**src/rtl/regfile_mp.sv**
```systemverilog
// -----------------------------------------------------------------------------
// regfile_mp
//   Parametrised register file with NRD registered read ports and one write
//   port. It provides an optional architectural zero register and optional
//   write-to-read bypass. After every reset, a clear sequencer writes zero to
//   each entry. The block accepts accesses only after that sequence finishes.
//
// Parameters
//   WIDTH    data width in bits
//   DEPTH    number of registers (need not be a power of two)
//   NRD      number of read ports (1..4)
//   ZERO_R0  register 0 reads as zero and ignores writes
//   BYPASS   forward a same-edge write to a read of the same register
//
// Ports
//   clk      rising-edge clock
//   rst_n    asynchronous active-low reset
//   ready    high once the clear sequence has finished
//   we       write enable
//   waddr    write address
//   wdata    write data
//   re       per-port read enable
//   raddr    read addresses, port p at [p*AW +: AW]
//   rdata    registered read data, port p at [p*WIDTH +: WIDTH]
// -----------------------------------------------------------------------------
module regfile_mp #(
  parameter int WIDTH   = 32,
  parameter int DEPTH   = 32,
  parameter int NRD     = 2,
  parameter bit ZERO_R0 = 1'b1,
  parameter bit BYPASS  = 1'b1,
  localparam int AW     = $clog2(DEPTH)
) (
  input  logic                 clk,
  input  logic                 rst_n,
  output logic                 ready,
  input  logic                 we,
  input  logic [AW-1:0]        waddr,
  input  logic [WIDTH-1:0]     wdata,
  input  logic [NRD-1:0]       re,
  input  logic [NRD*AW-1:0]    raddr,
  output logic [NRD*WIDTH-1:0] rdata
);

  typedef enum logic {S_CLEAR, S_RUN} state_t;

  // The extra bit keeps the range check meaningful when DEPTH is a power of two.
  localparam logic [AW:0]   DEPTH_W  = (AW+1)'(DEPTH);
  localparam logic [AW-1:0] LAST_IDX = AW'(DEPTH - 1);

  state_t           state, state_next;
  logic [AW-1:0]    clr_idx;

  logic             wr_en;
  logic             mem_we;
  logic [AW-1:0]    mem_addr;
  logic [WIDTH-1:0] mem_wdata;
  logic [WIDTH-1:0] mem [DEPTH];

  // ---------------------------------------------------------------------------
  // Sequencer: state register, next-state logic, output decode
  // ---------------------------------------------------------------------------
  // NOTE: use non-blocking (<=) assignments for all clocked state. This lets
  // every flop sample the pre-edge values, whatever the order of the processes.
  always_ff @(posedge clk or negedge rst_n) begin
    if (!rst_n) begin
      state   <= S_CLEAR;
      clr_idx <= '0;
    end else begin
      state <= state_next;
      if (state == S_CLEAR && clr_idx != LAST_IDX)
        clr_idx <= clr_idx + AW'(1);
    end
  end

  // NOTE: give every always_comb output a default first. Otherwise a path
  // that leaves the output unassigned infers a latch.
  always_comb begin
    state_next = state;
    case (state)
      S_CLEAR: if (clr_idx == LAST_IDX) state_next = S_RUN;
      S_RUN:   state_next = S_RUN;
      default: state_next = S_CLEAR;
    endcase
  end

  // ready is a pure decode of the state flop, so no input reaches it combinationally.
  always_comb begin
    ready = (state == S_RUN);
  end

  // ---------------------------------------------------------------------------
  // Write port. Clear writes and user writes share the single storage write
  // port. Any replicated copy of the array would therefore see identical writes.
  // ---------------------------------------------------------------------------
  assign wr_en = (state == S_RUN) && we
               && ({1'b0, waddr} < DEPTH_W)
               && !(ZERO_R0 && waddr == '0);

  always_comb begin
    mem_we    = 1'b0;
    mem_addr  = waddr;
    mem_wdata = wdata;
    if (state == S_CLEAR) begin
      mem_we    = 1'b1;
      mem_addr  = clr_idx;
      mem_wdata = '0;
    end else if (wr_en) begin
      mem_we = 1'b1;
    end
  end

  // NOTE: the array is deliberately left out of reset. A reset would rule out
  // RAM inference, and the clear sequencer gives defined contents instead.
  always_ff @(posedge clk) begin
    if (mem_we)
      mem[mem_addr] <= mem_wdata;
  end

  // ---------------------------------------------------------------------------
  // Read ports
  // ---------------------------------------------------------------------------
  for (genvar p = 0; p < NRD; p++) begin : g_rd
    logic [AW-1:0]    addr;
    logic             addr_ok;
    logic             zero_hit;
    logic             fwd_hit;
    logic [WIDTH-1:0] rd_next;
    logic [WIDTH-1:0] rd_q;

    assign addr     = raddr[p*AW +: AW];
    assign addr_ok  = ({1'b0, addr} < DEPTH_W);
    assign zero_hit = ZERO_R0 && (addr == '0);
    // wr_en already excludes dropped writes, so out-of-range targets and r0 never forward.
    assign fwd_hit  = BYPASS && wr_en && (waddr == addr);

    always_comb begin
      rd_next = mem[addr];
      if (!addr_ok || zero_hit)
        rd_next = '0;
      else if (fwd_hit)
        rd_next = wdata;
    end

    always_ff @(posedge clk or negedge rst_n) begin
      if (!rst_n)
        rd_q <= '0;
      else if (state == S_RUN && re[p])
        rd_q <= rd_next;
    end

    assign rdata[p*WIDTH +: WIDTH] = rd_q;
  end

endmodule

```
**config.mk**
```make
export PLATFORM = sky130hd
export DESIGN_NAME = regfile_mp
export DESIGN_NICKNAME = d
export VERILOG_FILES = /design/src/rtl/regfile_mp.sv
export SDC_FILE = /design/constraint.sdc
export NUM_CORES = 1
export LEC_CHECK = 0
export CELL_PAD_IN_SITES_DETAIL_PLACEMENT = 0
export CELL_PAD_IN_SITES_GLOBAL_PLACEMENT = 1
export CORE_MARGIN = 2
export CORE_UTILIZATION = 49
export CTS_CLUSTER_SIZE = 24
export DETAILED_ROUTE_END_ITERATION = 8
export GPL_TIMING_DRIVEN = 0
export PLACE_DENSITY_LB_ADDON = 0.1
export SLEW_MARGIN = 20
export SYNTH_ARGS = -nofsm -noshare
export SYNTH_HDL_FRONTEND = slang
export SYNTH_SLANG_ARGS = --single-unit
export TNS_END_PERCENT = 50
```
**constraint.sdc**
```tcl
create_clock -name clk -period 2.8 [get_ports clk]
set_clock_uncertainty 0.1 [all_clocks]
set_input_delay 0.42 -clock clk [delete_from_list [all_inputs] [get_ports clk]]
set_output_delay 0.42 -clock clk [all_outputs]
set_load 0.02 [all_outputs]
```
==> key figures <==
Run status
  – Outcome: finished with violations
  – Failing checks: setup timing

STA
  – Setup violators final: 12
  – Slew @ Worst Pin: 1.18 ns
  – Fmax: 343 MHz
  – Hold Violations, Final: 0
  – Worst Setup Slack, final: -0.114 ns
  – Final Critical Period: 2.91 ns
  – RSZ-0062 raised after global routing: yes
  – Setup TNS: -0.385 ns
  – Slew headroom: 21.2%
  – Period utilisation layout: 104%
  – Final slew viol count: 0

Drt
  – Wl on met1: 70700 um
  – DRC: 0
  – TritonRoute pass-1 iters: 5
  – Top layer in use: met5
  – Met3 Wirelength: 28600 um
  – WL per Instance: 44.1 um
  – Routed vias/inst: 7.30
  – Routed Wire Length: 199000 um
  – DR iter-0 viols: 5374
  – Vias post-DR: 32900
  – Post-DRT Antenna Nets: 0
  – Met2 wire len: 89300 um

Die
  – Die Wd: 325 um
  – Ports: 117
  – Starting density of the core: 49.5%
  – Floorplan core area: 102000 um^2
  – Overall die height: 325 um
  – Die Area: 106000 um^2
  – Row cnt: 117

Power and ir drop
  – Switch Pwr: 9.42 mW
  – Power per cell area: 642 nW/um^2
  – Leak: 19.7 nW
  – Clock power frac: 41.6%
  – Comb pwr share: 10.7%
  – P_int: 28.8 mW
  – Flop pwr share: 47.7%
  – VDD IR max: 0.000525 V
  – Overall power: 38.2 mW
  – Net Sw Frac: 24.6%

Logic synthesis
  – Post-synth net total: 2778
  – Async SR Flop Fraction: 6.40%
  – Synthesized instance count: 2724
  – Yosys reg bits: 1094
  – Ys flop type: edfxtp_1
  – Cell Area, Synth: 50500 um^2
  – Post-synth EDFFs: 1024
  – Synth warn: 0
  – Yosys cell types: 49
  – Post-synthesis sequential area ratio: 64.4%
  – Synth Area per Inst: 18.5 um^2

Clock tree
  – Max clock buf depth: 3
  – Root buffer cell: clkbuf_16
  – Clock sinks: 1094
  – CTS Buf Count: 115
  – H-tree Lvls: 3
  – CTS tree: yes
  – Clk pin slew, worst setup/hold paths: 0.06 ns
  – Skew-Pair Late Insertion Delay: 0.73 ns

Placed design
  – Post-DP HPWL: 140000 um
  – RD Place Congestion: 0.981
  – Port buffer count: 108

Critical path
  – R2R Setup Slk: 0.05 ns
  – Critical path fanouts, max: 10
  – Critical path class: in -> reg
  – Worst path required time: 3.30 ns
  – Worst path bufs/invs: 3
  – Number of stages on the worst setup path: 7
  – Critical Path Sink Type: flip-flop
  – Worst path most repeated cell: a211oi_1
  – Max incr delay on CP: 0.79 ns
  – Reg2reg start: ready
  – Crit-path slowest cell: clkdlybuf4s15_1
  – FF-to-FF End: mem[11][17]
  – R2R cell count: 4
  – WP data arrival: 3.42 ns
  – Crit-path cells: buf_2 > buf_4 > clkdlybuf4s15_1 > mux4_2 > a211oi_1 > a211oi_1 > a221o_1
  – Crit start category: input pin
  – Family with the most delay on the worst path: buffers and inverters

GRT
  – GRT Resource Usage Total: 37.3%
  – Total grt overflow: 0
  – Largest net degree at the start of global routing: 47
  – Vias in the first global route: 32500
  – First-pass GRT wire length: 267000 um
  – Initial antenna violation count: 7

Final layout
  – Post-layout util: 58.4%
  – FF/Latch Area: 32500 um^2
  – Area of the multi-input gates: 17400 um^2
  – Final #Nets: 3088
  – Share of cells above drive strength 1: 31.9%
  – Fillcell total: 7651
  – Area Growth Syn to Fin: 18.0%

Min path
  – Hold WC Path Type: in -> async

Flow run
  – Max Cap Violations: 0
power groups by stage:
stage               combinational [mW]  clock [mW]  sequential, mW
floorplan                         1.89           0            18.6
global placement                  3.76           0            18.6
detailed placement                3.88           0            18.6
CTS                               3.93        15.9            18.2
global route                      4.16        16.5            18.2
finish                            4.08        15.9            18.2
timing repair:
item                       in CTS  in global routing
pin swaps                      15                  6
hold buffers                    1                  0
hold endpoints to repair       70                  0
setup buffers                  19                 11
setup endpoints to repair    1895                519
gates resized for setup       102                 82
layout make-up:
type / instances / share of cell area (%)
timing repair buffer: 197 / 4.78
antenna: 3 / 0.0126
clock inverter: 61 / 1.11
multi-input combinational: 1403 / 29.2
tap: 1368 / 2.87
clock buffer: 152 / 5.39
sequential: 1094 / 54.6
inverter: 3 / 0.0189
buffer: 220 / 2.00
routing by layer:
| layer | vias up | GRT usage, % |
|---|---|---|
| met2 | 2625 | 56.4 |
| met5 | - | 2.85 |
| met4 | 14 | 15.2 |
| met1 | 17300 | 49.0 |
| met3 | 530 | 13.7 |
| li1 | 12400 | - |
logic make-up (layout without fill, tap and decap cells):
kind of cell | Yosys count | count (layout) | synth area share [%]
simple gates | 178 | 178 | 1.70
compound gates | 492 | 492 | 7.28
xor+xnor | 13 | 13 | 0.226
fa+ha+maj | 2 | 2 | 0.0496
mux | 718 | 718 | 24.3
flops | 1094 | 1094 | 64.4
buf+inv | 227 | 633 | 2.08
other cells | 0 | 3 | 0
placed cells by master (no fill, tap or decap), types with 39 or more instances in the layout:
cell type and n:
edfxtp_1 1024, mux4_2 400, mux2i_1 257, clkbuf_16 119, clkdlybuf4s50_1 106, a22oi_1 105, a221oi_1 82, buf_2 73
dfrtp_1 70, clkbuf_2 64, clkbuf_1 60, mux2_2 59, a21oi_1 51, buf_12 43, nor2_1 39, buf_4 39
flip-flops by register name (all words and copies together) (netlist names):
signal	cells
g_rd.rd_q	64
ready	1
mem	1024
clr_idx	5
synthesized netlist by cell type (39+ instances only):
library cell,instances,area [um^2]
mux2i_1,259,2590
buf_2,75,375
a211oi_1,39,293
nor2_1,73,274
a21oi_1,56,280
mux4_2,400,9010
a221oi_1,82,718
a22oi_1,105,788
clkbuf_1,112,420
dfrtp_1,70,1750
mux2_2,59,664
edfxtp_1,1024,30700
how the worst max path moves through the flow:
| stage | slack, ns | endpoint | start |
|---|---|---|---|
| 2_1_floorplan | -0.44 | mem[4][0] | ready |
| 3_3_place_gp | -3.19 | mem[23][5] | ready |
| 3_5_place_dp | -1.59 | g_rd[0].rd_q[17] | raddr[4] |
| 4_1_cts | -0.09 | g_rd[1].rd_q[1] | waddr[2] |
| 5_1_grt | -0.03 | g_rd[0].rd_q[11] | raddr[1] |
| 6_report | -0.11 | g_rd[0].rd_q[21] | raddr[1] |
per-stage QoR:
stage | cells | hold slack [ns] | setup WS, ns | instance area [um^2]
floorplan | 2724 | 0.0244 | -0.437 | 50500
global placement | 4200 | 0.381 | -3.19 | 53300
detailed placement | 4258 | 0.261 | -1.59 | 54900
CTS | 4489 | 0.0549 | -0.0942 | 59300
global route | 4498 | 0.118 | -0.0272 | 59600
finish | 4501 | 0.0656 | -0.114 | 59600
Power figures use the tool's default switching activity.
